**src/rtl/lfsr_scan_display_if.sv**
```systemverilog
// rtl/lfsr_scan_display_if.sv - control/status bundle for the LFSR scan display
// master drives control and seed; slave (the LFSR block) drives state and display.
interface lfsr_scan_display_if #(
  parameter int WIDTH = 8,
  parameter int NDIG  = (WIDTH + 3) / 4
);
  logic             en;
  logic             mode;
  logic             step;
  logic             load;
  logic [WIDTH-1:0] seed;
  logic [WIDTH-1:0] state;
  logic             wrap;
  logic [WIDTH-1:0] period;
  logic [6:0]       seg;
  logic [NDIG-1:0]  dig_an;

  modport master (
    output en, mode, step, load, seed,
    input  state, wrap, period, seg, dig_an
  );

  modport slave (
    input  en, mode, step, load, seed,
    output state, wrap, period, seg, dig_an
  );
endinterface

```
**src/rtl/lfsr_scan_display.sv**
```systemverilog
// rtl/lfsr_scan_display.sv - XNOR Fibonacci LFSR with period measurement and hex scan display
// Step input is synchronised and edge-detected; load beats lock-up recovery beats advance.
module lfsr_scan_display #(
  parameter int               WIDTH    = 8,
  parameter logic [WIDTH-1:0] TAPS     = 8'hB8,
  parameter int               SCAN_DIV = 1024,
  parameter int               NDIG     = (WIDTH + 3) / 4
) (
  input  logic clk,
  input  logic rst_n,
  lfsr_scan_display_if.slave bus
);

  localparam int               IW        = (NDIG > 1) ? $clog2(NDIG) : 1;
  localparam int               PW        = NDIG * 4;
  localparam logic [WIDTH-1:0] ONES      = '1;
  localparam logic [15:0]      SCAN_LAST = 16'(SCAN_DIV - 1);
  localparam logic [IW-1:0]    IDX_LAST  = IW'(NDIG - 1);

  function automatic logic [6:0] hex7(input logic [3:0] nib);
    case (nib)
      4'h0: hex7 = 7'h3F;  4'h1: hex7 = 7'h06;  4'h2: hex7 = 7'h5B;  4'h3: hex7 = 7'h4F;
      4'h4: hex7 = 7'h66;  4'h5: hex7 = 7'h6D;  4'h6: hex7 = 7'h7D;  4'h7: hex7 = 7'h07;
      4'h8: hex7 = 7'h7F;  4'h9: hex7 = 7'h6F;  4'hA: hex7 = 7'h77;  4'hB: hex7 = 7'h7C;
      4'hC: hex7 = 7'h39;  4'hD: hex7 = 7'h5E;  4'hE: hex7 = 7'h79;  default: hex7 = 7'h71;
    endcase
  endfunction

  logic [WIDTH-1:0] state_q, state_d, start_q, start_d, count_q, count_d, period_q, period_d;
  logic             wrap_q, wrap_d;
  logic             s1_q, s1_d, s2_q, s2_d, s3_q, s3_d;
  logic [15:0]      scan_q, scan_d;
  logic [IW-1:0]    idx_q, idx_d;
  logic [6:0]       seg_q, seg_d;
  logic [NDIG-1:0]  dig_an_q, dig_an_d;

  logic             fb, pulse, adv;
  logic [WIDTH-1:0] lfsr_next, adv_next, load_val;
  logic [PW-1:0]    padded;

  always_comb begin
    s1_d = bus.step;
    s2_d = s1_q;
    s3_d = s2_q;
    pulse = s2_q & ~s3_q;
    // In single-step mode a pulse seen while en=0 is simply lost, never queued.
    adv = bus.en & (bus.mode ? pulse : 1'b1);

    fb        = ~^(state_q & TAPS);
    lfsr_next = {state_q[WIDTH-2:0], fb};
    adv_next  = (state_q == ONES) ? '0 : lfsr_next;
    load_val  = (bus.seed == ONES) ? '0 : bus.seed;

    state_d  = state_q;
    start_d  = start_q;
    count_d  = count_q;
    period_d = period_q;
    wrap_d   = 1'b0;

    if (bus.load) begin
      state_d = load_val;
      start_d = load_val;
      count_d = '0;
    end else if (adv) begin
      state_d = adv_next;
      if (adv_next == start_q) begin
        // A saturated count cannot express the true period, so keep the old one.
        if (count_q != ONES) period_d = count_q + 1'b1;
        count_d = '0;
        wrap_d  = 1'b1;
      end else if (count_q != ONES) begin
        count_d = count_q + 1'b1;
      end
    end
  end

  always_comb begin
    scan_d = (scan_q == SCAN_LAST) ? 16'd0 : scan_q + 16'd1;
    idx_d  = idx_q;
    if (scan_q == SCAN_LAST) idx_d = (idx_q == IDX_LAST) ? '0 : idx_q + 1'b1;
    padded   = PW'(state_q);
    seg_d    = hex7(padded[int'(idx_d) * 4 +: 4]);
    dig_an_d = NDIG'(1) << idx_d;
  end

  always_ff @(posedge clk or negedge rst_n) begin
    if (!rst_n) begin
      state_q  <= '0;
      start_q  <= '0;
      count_q  <= '0;
      period_q <= '0;
      wrap_q   <= 1'b0;
      s1_q     <= 1'b0;
      s2_q     <= 1'b0;
      s3_q     <= 1'b0;
      scan_q   <= 16'd0;
      idx_q    <= '0;
      seg_q    <= 7'h3F;
      dig_an_q <= NDIG'(1);
    end else begin
      state_q  <= state_d;
      start_q  <= start_d;
      count_q  <= count_d;
      period_q <= period_d;
      wrap_q   <= wrap_d;
      s1_q     <= s1_d;
      s2_q     <= s2_d;
      s3_q     <= s3_d;
      scan_q   <= scan_d;
      idx_q    <= idx_d;
      seg_q    <= seg_d;
      dig_an_q <= dig_an_d;
    end
  end

  assign bus.state  = state_q;
  assign bus.wrap   = wrap_q;
  assign bus.period = period_q;
  assign bus.seg    = seg_q;
  assign bus.dig_an = dig_an_q;

endmodule

```
**src/flat_wrapper.sv**
```systemverilog
// flat-port wrapper written by rule: the top's interface ports become plain ports
module lfsr_scan_display_flat 
#(
  parameter int               WIDTH    = 8,
  parameter logic [WIDTH-1:0] TAPS     = 8'hB8,
  parameter int               SCAN_DIV = 1024,
  parameter int               NDIG     = (WIDTH + 3) / 4
)
  (clk, rst_n, bus_en, bus_mode, bus_step, bus_load, bus_seed, bus_state, bus_wrap, bus_period, bus_seg, bus_dig_an);
  lfsr_scan_display_if #(.WIDTH(WIDTH), .NDIG(NDIG)) bus_i ();
  input  logic clk;
  input  logic rst_n;
  input wire logic [$bits(bus_i.en)-1:0] bus_en;
  input wire logic [$bits(bus_i.mode)-1:0] bus_mode;
  input wire logic [$bits(bus_i.step)-1:0] bus_step;
  input wire logic [$bits(bus_i.load)-1:0] bus_load;
  input wire logic [$bits(bus_i.seed)-1:0] bus_seed;
  output wire logic [$bits(bus_i.state)-1:0] bus_state;
  output wire logic [$bits(bus_i.wrap)-1:0] bus_wrap;
  output wire logic [$bits(bus_i.period)-1:0] bus_period;
  output wire logic [$bits(bus_i.seg)-1:0] bus_seg;
  output wire logic [$bits(bus_i.dig_an)-1:0] bus_dig_an;
  assign bus_i.en = bus_en;
  assign bus_i.mode = bus_mode;
  assign bus_i.step = bus_step;
  assign bus_i.load = bus_load;
  assign bus_i.seed = bus_seed;
  assign bus_state = bus_i.state;
  assign bus_wrap = bus_i.wrap;
  assign bus_period = bus_i.period;
  assign bus_seg = bus_i.seg;
  assign bus_dig_an = bus_i.dig_an;
  lfsr_scan_display #(.WIDTH(WIDTH), .TAPS(TAPS), .SCAN_DIV(SCAN_DIV), .NDIG(NDIG)) u_core (.clk(clk), .rst_n(rst_n), .bus(bus_i));
endmodule
```
**config.mk**
```make
export PLATFORM = sky130hd
export DESIGN_NAME = lfsr_scan_display_flat
export DESIGN_NICKNAME = d
export VERILOG_FILES = /design/src/rtl/lfsr_scan_display_if.sv /design/src/rtl/lfsr_scan_display.sv /design/src/flat_wrapper.sv
export SDC_FILE = /design/constraint.sdc
export NUM_CORES = 1
export LEC_CHECK = 0
export ABC_AREA = 1
export ABC_CLOCK_PERIOD_IN_PS = 2900
export BUFFER_PORTS_ARGS = -buffer_cell sky130_fd_sc_hd__buf_2
export CAP_MARGIN = 30
export CELL_PAD_IN_SITES_DETAIL_PLACEMENT = 0
export CELL_PAD_IN_SITES_GLOBAL_PLACEMENT = 1
export CORE_UTILIZATION = 43
export DETAILED_ROUTE_END_ITERATION = 16
export GPL_TIMING_DRIVEN = 1
export PLACE_DENSITY = 0.83
export SYNTH_ARGS = -nofsm -noshare
export SYNTH_HDL_FRONTEND = slang
export SYNTH_SLANG_ARGS = --single-unit
```
**constraint.sdc**
```tcl
create_clock -name clk -period 2.9 [get_ports clk]
set_input_delay 0.435 -clock clk [delete_from_list [all_inputs] [get_ports clk]]
set_output_delay 0.435 -clock clk [all_outputs]
set_load 0.05 [all_outputs]
```
==> results.cfg, run 1 <==
[place]
place_ws_ns = 0.526
io_buffer_count = 39
dp_hpwl_um = 5030
place_congestion = 0.801

[pwr]
combPwrFrac_pct = 19.9
power_frac_clock_pct = 39.3
power_density_nw_per_um2 = 610
peakVddDrop_uv = 297
p_sw_w = 0.000711
switching_share_pct = 30.3
fin_total_pwr_w = 0.00235
static-leakage-power_nw = 2.03
power.internal_w = 0.00164
p_seq_share_pct = 40.8

[layout]
layout-drive-gt1-share_pct = 21.7
final_common_cell = nand2_1
area_growth_pct = 15.7
nNetsFinal = 470
final_cell_mix = nand2_1 (119), dfrtp_1 (54), inv_1 (48)
diodes = 0

[synthesis]
seq_area_frac_synth_pct = 46.1
synth.yosys.warnings = 0
avgSynthCellArea_um2 = 8.28
synth_nets = 426
ys_ff_latch = 61
yosysUniqueCellTypes = 33
syn_area_um2 = 3330
synthCells = 402

[timing]
slew_headroom_pct = 49.7
fin_ws_ns = 0.528
min_period_ns = 2.37
timing_hold_violations_final = 0
hold_ws_ns = 0.203
post-route-period-util_pct = 81.8
drv_slew = 0
fmax_mhz = 422
fin_setup_tns_ns = 0
worstMarginPinSlew_ns = 0.754
skew_ns = 0.00789
setup_viol = 0
rsz0062_at_grt = false

[worst_hold_path]
hp-class = primary input to flop
hold_depth = 1

[route]
vias = 2716
ant_nets = 0
via_per_inst = 4.94
wirelength_um = 6820
drtIter0Drc = 145
route.detailed.drc = 0
firstDrtPassIters = 4
post_drt_wl_per_cell_um = 12.4

[floorplan]
row_count = 31
die-area_um2 = 8100
dieHeight_um = 90.0
core_um2 = 7370
initial_core_util_pct = 45.2
die_width_um = 90.0
io-pin-count = 40

[clock_network]
cts_made_buffers = 9
clock_path_buffers = 2
postCtsSetupRepairBufs = 0
cts-root-buf = clkbuf_8
clk_latency_ns = 0.33
cts-hold-fix-buffers = 0
path_clk_slew_ns = 0.07
cts_sinks = 61
cts_tree = done
cts_resized = 0
cts_max_level = 3

[run]
cap_violations = 0

[grt]
grt_pass1_wl_um = 12200
grt_max_degree = 62
grt_overflow = 0
antenna_found_initial = 0
grt_pass1_vias = 2701
grt_use_total_pct = 18.7

[outcome]
status = complete, no violations

[setup_path]
arrival_ns = 2.59
r2r_cells = 15
path_class = flop to flop
endpoint_kind = flop
critical_path.max_fanout = 9
cp-start-kind = flop
required_ns = 3.12
==> area by class of cell <==
type | instances | area [um2]
timing repair buffer | 41 | 210
tap | 99 | 124
multi-input combinational | 283 | 1550
clock inverter | 4 | 95.1
inverter | 50 | 188
clock buffer | 12 | 145
sequential | 61 | 1540
fill | 707 | 3520
==> metal layers <==
| layer | global-route usage [%] | up-vias | wire, um |
|---|---|---|---|
| met4 | 4.57 | 0 | 74 |
| met1 | 23.6 | 1283 | 3170 |
| li1 | - | 1382 | - |
| met3 | 5.33 | 6 | 221 |
| met2 | 31.6 | 45 | 3360 |
| met5 | 0 | - | 0 |
==> worst paths after layout <==
check | start | end | slack, ns
worst max register to register | u_core.scan_q[0] | u_core.bus.seg[6] | 0.53
worst min-delay path | bus_step | u_core.s1_q | 0.20
worst min register to register | u_core.s1_q | u_core.s2_q | 0.35
min in group asynchronous | rst_n | u_core.scan_q[15] | 0.26
worst max-delay path | u_core.scan_q[0] | u_core.bus.seg[6] | 0.53
max in group asynchronous | rst_n | u_core.bus.state[4] | 2.15
==> cells in the mapped netlist <==
cell type	n	area share (%)
a21oi_1	7	1.1
a21oi_4	1	0.49
a31oi_1	1	0.19
buf_4	2	0.45
buf_6	2	0.68
clkbuf_1	4	0.45
dfrtp_1	54	41
dfstp_2	7	5.5
ha_1	10	3.8
inv_1	48	5.4
inv_2	2	0.23
nand2_1	119	13
nand2_2	8	1.5
nand2_4	2	0.68
nand3_1	31	4.7
nand3_2	7	2.1
nand3_4	1	0.53
nand3b_1	1	0.23
nand4_1	3	0.56
nand4_4	1	0.64
nor2_1	27	3.0
nor2_2	2	0.38
nor2_4	3	1.0
nor2_8	1	0.60
nor3_1	4	0.60
o211ai_1	4	0.90
o21ai_0	21	3.2
o21ai_1	6	0.90
o21ai_2	7	1.8
o21ai_4	1	0.49
o221ai_1	4	1.1
xnor2_1	7	1.8
xor2_1	4	1.1
==> logic make-up (layout without fill, tap and decap cells) <==
kind of cell / Yosys count / after routing / synth area share, %
xor gates and xnor gates: 11 / 11 / 2.89
and+or+nand+nor: 210 / 210 / 30.0
adders and majority gates: 10 / 10 / 3.76
AOI/OAI and AO/OA: 52 / 52 / 10.1
DFF: 61 / 61 / 46.1
buffers and inverters: 58 / 107 / 7.22
==> critical path, stage by stage (launching register included) <==
cell and delay [ns]:
dfrtp_1 0.37, ha_1 0.20, nand2_1 0.10, nor2_4 0.13, nand3_4 0.11, nor2_8 0.16
nand2_4 0.11, nand2_2 0.10, nand2_2 0.11, nand2_1 0.08, nand2_1 0.16, inv_1 0.15
ha_1 0.17, inv_1 0.07, o211ai_1 0.17, nand2_1 0.07
==> power by group through the flow <==
stage          Combinational (W)  Sequential (W)  Clock, W
6_report                0.000467        0.000959  0.000922
5_1_grt                 0.000523        0.000965  0.000983
4_1_cts                 0.000473        0.000959  0.000947
3_5_place_dp            0.000472        0.000975         0
3_3_place_gp            0.000467        0.000973         0
2_1_floorplan           0.000218         0.00110         0
==> flip-flops by register name, summed over array words and instances (netlist names) <==
name,flops
u_core.s3_q,1
u_core.count_q,8
u_core.bus.seg,7
u_core.bus.state,8
u_core.bus.wrap,1
u_core.s1_q,1
u_core.bus.dig_an,2
u_core.bus.period,8
u_core.start_q,8
u_core.s2_q,1
u_core.scan_q,16
==> metrics by stage <==
step / utilization, % / instance area (um2) / cells
after global placement: 49.0 / 3610 / 534
after detailed placement: 49.0 / 3610 / 534
after floorplan: - / 3330 / 402
after global routing: 52.3 / 3850 / 550
final: 52.3 / 3850 / 550
after CTS: 52.3 / 3850 / 550
(Power assumes the default switching activity.)
==> inputs of run 2 (changes only) <==
--- a/config.mk
+++ b/config.mk
@@ -5,13 +5,13 @@
 export SDC_FILE = /design/constraint.sdc
 export NUM_CORES = 1
 export LEC_CHECK = 0
-export ABC_AREA = 1
-export ABC_CLOCK_PERIOD_IN_PS = 2900
+export ABC_AREA = 0
+export ABC_CLOCK_PERIOD_IN_PS = 2200
 export BUFFER_PORTS_ARGS = -buffer_cell sky130_fd_sc_hd__buf_2
 export CAP_MARGIN = 30
 export CELL_PAD_IN_SITES_DETAIL_PLACEMENT = 0
 export CELL_PAD_IN_SITES_GLOBAL_PLACEMENT = 1
-export CORE_UTILIZATION = 43
+export CORE_UTILIZATION = 45
 export DETAILED_ROUTE_END_ITERATION = 16
 export GPL_TIMING_DRIVEN = 1
 export PLACE_DENSITY = 0.83
==> constraint.sdc (replaced) <==
create_clock -name clk -period 2.2 [get_ports clk]
set_input_delay 0.33 -clock clk [delete_from_list [all_inputs] [get_ports clk]]
set_output_delay 0.33 -clock clk [all_outputs]
set_load 0.05 [all_outputs]
==> results.cfg, run 2 <==
[clock_network]
cts-root-buf = clkbuf_8
cts_max_level = 3
clk_latency_ns = 0.35
cts_tree = done
cts_made_buffers = 9
cts_sinks = 61
path_clk_slew_ns = 0.07
clock_path_buffers = 2

[synthesis]
ys_top_cells_by_count = dfrtp_1 (54), nor2_1 (30), nand2_1 (25)
synth_area_leader_cell = dfrtp_1
synth-simple-area-share_pct = 17.8
synth_most_common_cell = dfrtp_1
synth_top_area_share_pct = 40.8
synth_top_family_by_area = simple AND/OR/NAND/NOR gates
synth-edff-count = 0
synthArstFlopShare_pct = 100
synth.yosys.warnings = 0
seq_area_frac_synth_pct = 46.3
syn_area_um2 = 3320
avgSynthCellArea_um2 = 10.1
synth_nets = 352
synth_top_flop_cell = dfrtp_1
synthXorXnorAreaFrac_pct = 7.40
synthCells = 328
synth.area.mux_share_pct = 7.02
yosys-top-cells-area = dfrtp_1 (41%), dfstp_2 (5.5%), xnor2_1 (4.5%), ha_1 (3.8%), mux2i_1 (3.6%)
ys_ff_latch = 61
synth_adder_area_share_pct = 3.77
yosysUniqueCellTypes = 51
synth_compound_area_share_pct = 13.5

[timing]
setup_viol = 19
fin_setup_tns_ns = -2.95
post-route-period-util_pct = 114
drv_slew = 0
fin_ws_ns = -0.298
timing_hold_violations_final = 0
worstMarginPinSlew_ns = 0.439
fmax_mhz = 400
rsz0062_at_grt = true
slew_headroom_pct = 70.6
min_period_ns = 2.50
skew_ns = 0.00769

[setup_path]
cp-start-kind = flop
crit_cells = 8
required_ns = 2.43
startpoint = u_core.bus.state[5]
setup.worst_path.end = u_core.bus.period[6]
path_class = flop to flop
r2r_cells = 8
cp_num_buf_inv = 1
reg2reg_from = u_core.bus.state[5]
arrival_ns = 2.73
ff2ff_setup_slack_ns = -0.30
r2r-end = u_core.bus.period[6]
slowest_stage = or4_4
slowest_delay_ns = 0.54
crit_family = simple AND/OR/NAND/NOR gates
endpoint_kind = flop
critical_path.max_fanout = 8
path_cells = ha_4 -> nand4_1 -> o211ai_1 -> a22o_1 -> or4_4 -> nor4_4 -> buf_6 -> mux2_2

[pwr]
power_frac_clock_pct = 26.1
p_seq_share_pct = 38.9
switching_share_pct = 35.5
power.internal_w = 0.00216
peakVddDrop_uv = 407
combPwrFrac_pct = 35.0
static-leakage-power_nw = 2.17
p_sw_w = 0.00119
power_density_nw_per_um2 = 722

[route]
ant_nets = 0
vias = 2926
post_drt_wl_per_cell_um = 14.9
firstDrtPassIters = 4
wirelength_um = 8110
drtIter0Drc = 162
route.detailed.drc = 0
via_per_inst = 5.39

[place]
dp_hpwl_um = 5710
io_buffer_count = 39
place_ws_ns = -0.332
place_congestion = 0.831

[grt]
grt_max_degree = 40
grt_pass1_vias = 2813
grt_pass1_wl_um = 13300
met2_usage_pct = 37.5
grt_util_met1_pct = 29.4
grtUsageMet3_pct = 5.00
grt_use_total_pct = 22.8
grt-busiest-layer = met2
grt_overflow = 0
antenna_found_initial = 0

[worst_hold_path]
hp-class = primary input to flop

[floorplan]
io-pin-count = 40
dieHeight_um = 87.8
initial_core_util_pct = 47.7
row_count = 30
core_um2 = 6940
die_width_um = 87.8
die-area_um2 = 7720

[layout]
diodes = 0
nNetsFinal = 467
final_cell_mix = buf_4 (67), dfrtp_1 (46), buf_2 (39)
final_common_cell = buf_4
final_core_util_pct = 66.8
largest_register_ffs = 16
largest_register = u_core.scan_q
layout-drive-gt1-share_pct = 43.0
area_growth_pct = 39.8

[outcome]
violations = setup timing
status = finished with violations

[run]
cap_violations = 0
## run 2: cell types whose count changed after synthesis, sizes merged, moves of 4 or more
| cell | change |
|---|---|
| buf | +5 |
| mux2 | +10 |
| nand3 | -24 |
| and3 | +9 |
| o21ai | -23 |
| inv | -32 |
| nand2 | -104 |
| o221ai | -4 |
| xor2 | +7 |
| xnor2 | +10 |
| a31oi | +6 |
| nor2b | +6 |
| mux2i | +12 |
| a22o | +9 |
## run 2: routing by layer
metal	up-vias	wire (um)
met2	70	3990
li1	1405	-
met5	-	0
met1	1435	3680
met3	16	298
met4	0	145
## run 2: worst min path at each step
stage | start | end | slack (ns) | depth (start not counted)
final | bus_step | u_core.s1_q | 0.09 | 1
after global routing | bus_step | u_core.s1_q | 0.08 | 1
after CTS | bus_step | u_core.s1_q | 0.08 | 1
after detailed placement | u_core.s1_q | u_core.s2_q | 0.35 | 0
after global placement | u_core.s1_q | u_core.s2_q | 0.34 | 0
after floorplan | rst_n | u_core.bus.dig_an[1] | 0.03 | 0
## run 2: logic make-up (layout without fill, tap and decap cells)
logic type                 count (synthesis)  count (layout)
AOI/OAI and AO/OA                         61              61
xor gates and xnor gates                  28              28
adders and majority gates                 10              10
buffers and inverters                     33             152
DFF                                       61              61
muxes                                     22              22
and+or+nand+nor                          113             113
## run 2: stage by stage
stage               power (W)  std cells  hold slack [ns]  instance area [um2]
floorplan             0.00196        328           0.0344                 3390
global placement      0.00231        520            0.344                 4180
detailed placement    0.00233        520            0.352                 4180
CTS                   0.00329        543           0.0773                 4520
global route          0.00351        543           0.0765                 4640
finish                0.00335        543           0.0910                 4640
## run 2: timing repair
| action | CTS | global route |
|---|---|---|
| hold endpoints to repair | 3 | 0 |
| resized for setup | 24 | 28 |
| setup buffers | 7 | 3 |
| setup endpoints to repair | 21 | 24 |
| cloned | 0 | 0 |
| pin swaps | 14 | 16 |
| hold buffers | 1 | 0 |
## run 2: layout make-up
cell class	count	area [um2]
Fill cell	564	2310
Inverter	18	72.6
Tap cell	96	120
Multi-Input combinational cell	234	1880
Sequential cell	61	1550
Clock buffer	11	141
Timing Repair Buffer	119	852
Clock inverter	4	25.0
## run 2: worst reg2reg max path: cells and delay by family (launching register included)
| kind | cells | cell delay (ns) |
|---|---|---|
| muxes | 1 | 0.34 |
| adders and majority gates | 1 | 0.17 |
| AOI/OAI and AO/OA | 2 | 0.36 |
| buffers and inverters | 1 | 0.18 |
| DFF | 1 | 0.49 |
| and+or+nand+nor | 3 | 0.86 |
## run 2: power groups by stage
stage / clock network [W] / registers [W] / logic (W)
final: 0.000873 / 0.00130 / 0.00117
after global routing: 0.000942 / 0.00131 / 0.00126
after CTS: 0.000889 / 0.00130 / 0.00110
after detailed placement: 0 / 0.00132 / 0.00101
after global placement: 0 / 0.00132 / 0.000995
after floorplan: 0 / 0.00155 / 0.000414
==> inputs of run 3 (changes only) <==
--- a/config.mk
+++ b/config.mk
@@ -5,16 +5,18 @@
 export SDC_FILE = /design/constraint.sdc
 export NUM_CORES = 1
 export LEC_CHECK = 0
-export ABC_AREA = 0
+export ABC_AREA = 1
 export ABC_CLOCK_PERIOD_IN_PS = 2200
 export BUFFER_PORTS_ARGS = -buffer_cell sky130_fd_sc_hd__buf_2
 export CAP_MARGIN = 30
 export CELL_PAD_IN_SITES_DETAIL_PLACEMENT = 0
 export CELL_PAD_IN_SITES_GLOBAL_PLACEMENT = 1
-export CORE_UTILIZATION = 45
+export CORE_UTILIZATION = 43
 export DETAILED_ROUTE_END_ITERATION = 16
 export GPL_TIMING_DRIVEN = 1
 export PLACE_DENSITY = 0.83
+export SLEW_MARGIN = 15
 export SYNTH_ARGS = -nofsm -noshare
 export SYNTH_HDL_FRONTEND = slang
 export SYNTH_SLANG_ARGS = --single-unit
+export TNS_END_PERCENT = 50
==> results.cfg, run 3 (synthesis gave the netlist of run 1 again) <==
[place]
dp_hpwl_um = 5190
place_ws_ns = 0.00725
io_buffer_count = 39
place_inst = 550
place_congestion = 0.800

[setup_path]
arrival_ns = 2.41
cpMostUsedCell = nand2_4
required_ns = 2.47
critical_path.max_fanout = 6
path_class = flop to flop
crit_family = simple AND/OR/NAND/NOR gates
slowest_stage = dfrtp_1
cp-start-kind = flop
slowest_delay_ns = 0.37
cp_num_buf_inv = 1
path_cells = ha_2 -> nand2_2 -> nor2_4 -> nand3_4 -> nor2_8 -> nand2_4 -> nand2_4 -> nand2_4 -> nand2_2 -> nand2_4 -> buf_6 -> ha_1 -> nand3_1 -> nand3_1 -> o21ai_1
endpoint_kind = flop

[grt]
antenna_found_initial = 0
grtUsageMet3_pct = 5.50
grt_util_met1_pct = 24.0
grt-busiest-layer = met2
grt_overflow = 0
grt_pass1_wl_um = 12200
met2_usage_pct = 31.7
grt_use_total_pct = 18.9
grt_pass1_vias = 2651
grt_max_degree = 26

[timing]
hold_ws_ns = 0.0932
drv_slew = 0
setup_viol = 0
timing_hold_violations_final = 0
min_period_ns = 2.13
skew_ns = 0.00577
fmax_mhz = 468
fin_setup_tns_ns = 0
rsz0062_at_grt = true
slew_headroom_pct = 73.5
post-route-period-util_pct = 97.0
worstMarginPinSlew_ns = 0.398
fin_ws_ns = 0.0651

[layout]
stdcell_count = 574
n_fill_cell = 707
area_growth_pct = 24.5
largest_register_ffs = 16
largest_register = u_core.scan_q
final_cell_mix = nand2_1 (113), dfrtp_1 (53), inv_1 (47)
layout-drive-gt1-share_pct = 28.6
nNetsFinal = 494
final_common_cell = nand2_1
diodes = 0

[floorplan]
io-pin-count = 40
row_count = 31
core_um2 = 7370
die-area_um2 = 8100
initial_core_util_pct = 45.2
dieHeight_um = 90.0
die_width_um = 90.0

[clock_network]
clk_latency_ns = 0.34
cts-root-buf = clkbuf_8
cts_sinks = 61
cts_tree = done
path_clk_slew_ns = 0.07
cts_made_buffers = 9
cts_max_level = 3
clock_path_buffers = 2

[outcome]
status = complete, no violations

[route]
firstDrtPassIters = 4
drtIter0Drc = 90
route.detailed.drc = 0
wirelength_um = 7140
post_drt_wl_per_cell_um = 12.4
via_per_inst = 4.87
ant_nets = 0
vias = 2796

[run]
cap_violations = 0

[pwr]
peakVddDrop_uv = 452
static-leakage-power_nw = 2.16
power_density_nw_per_um2 = 748
fin_total_pwr_w = 0.00310

[worst_hold_path]
hp-class = primary input to flop
## run 3: per-layer routing
metal  routed length (um)  up-vias  part of all wire, %
li1                     -     1428                    -
met1                 3340     1323                   47
met2                 3510       38                   49
met3                  215        7                  3.0
met4                   70        0                 0.98
met5                    0        -                    0
## run 3: layout make-up
type,instances,area [um2],share of cell area (%)
multi-input cells,283,1640,39.6
flip-flops and latches,61,1540,37.1
repair buffers,65,422,10.2
inverters,50,190,4.59
clock buffers,11,151,3.65
well taps,99,124,2.99
clock inverters,5,82.6,1.99
## run 3: power breakdown
part           leakage, nW  internal (W)  switching (W)  total [W]
Clock                0.108      0.000699       0.000449    0.00115
Combinational         1.28      0.000214       0.000486   0.000700
Sequential           0.772       0.00121      0.0000417    0.00125
## run 3: final timing paths
kind	from	to	slack, ns	cells after the start
max	u_core.scan_q[0]	u_core.bus.seg[0]	0.07	15
min	bus_step	u_core.s1_q	0.09	1
max reg2reg	u_core.scan_q[0]	u_core.bus.seg[0]	0.07	15
min reg2reg	u_core.s1_q	u_core.s2_q	0.36	0
max in group asynchronous	rst_n	u_core.scan_q[4]	1.19	3
min in group asynchronous	rst_n	u_core.scan_q[15]	0.40	2
## run 3: timing repair
item                                    4_1_cts  5_1_grt
setup buffers                                 0        7
resized for setup                             0       24
endpoints found under the hold margin         4        0
endpoints found under the setup margin        0       15
hold buffers                                  1        0
## run 3: per-stage QoR
stage | instance area, um2 | util, %
after floorplan | 3330 | -
after global placement | 3760 | 51.0
after detailed placement | 3760 | 51.0
after CTS | 4000 | 54.3
after global routing | 4150 | 56.3
final | 4150 | 56.3
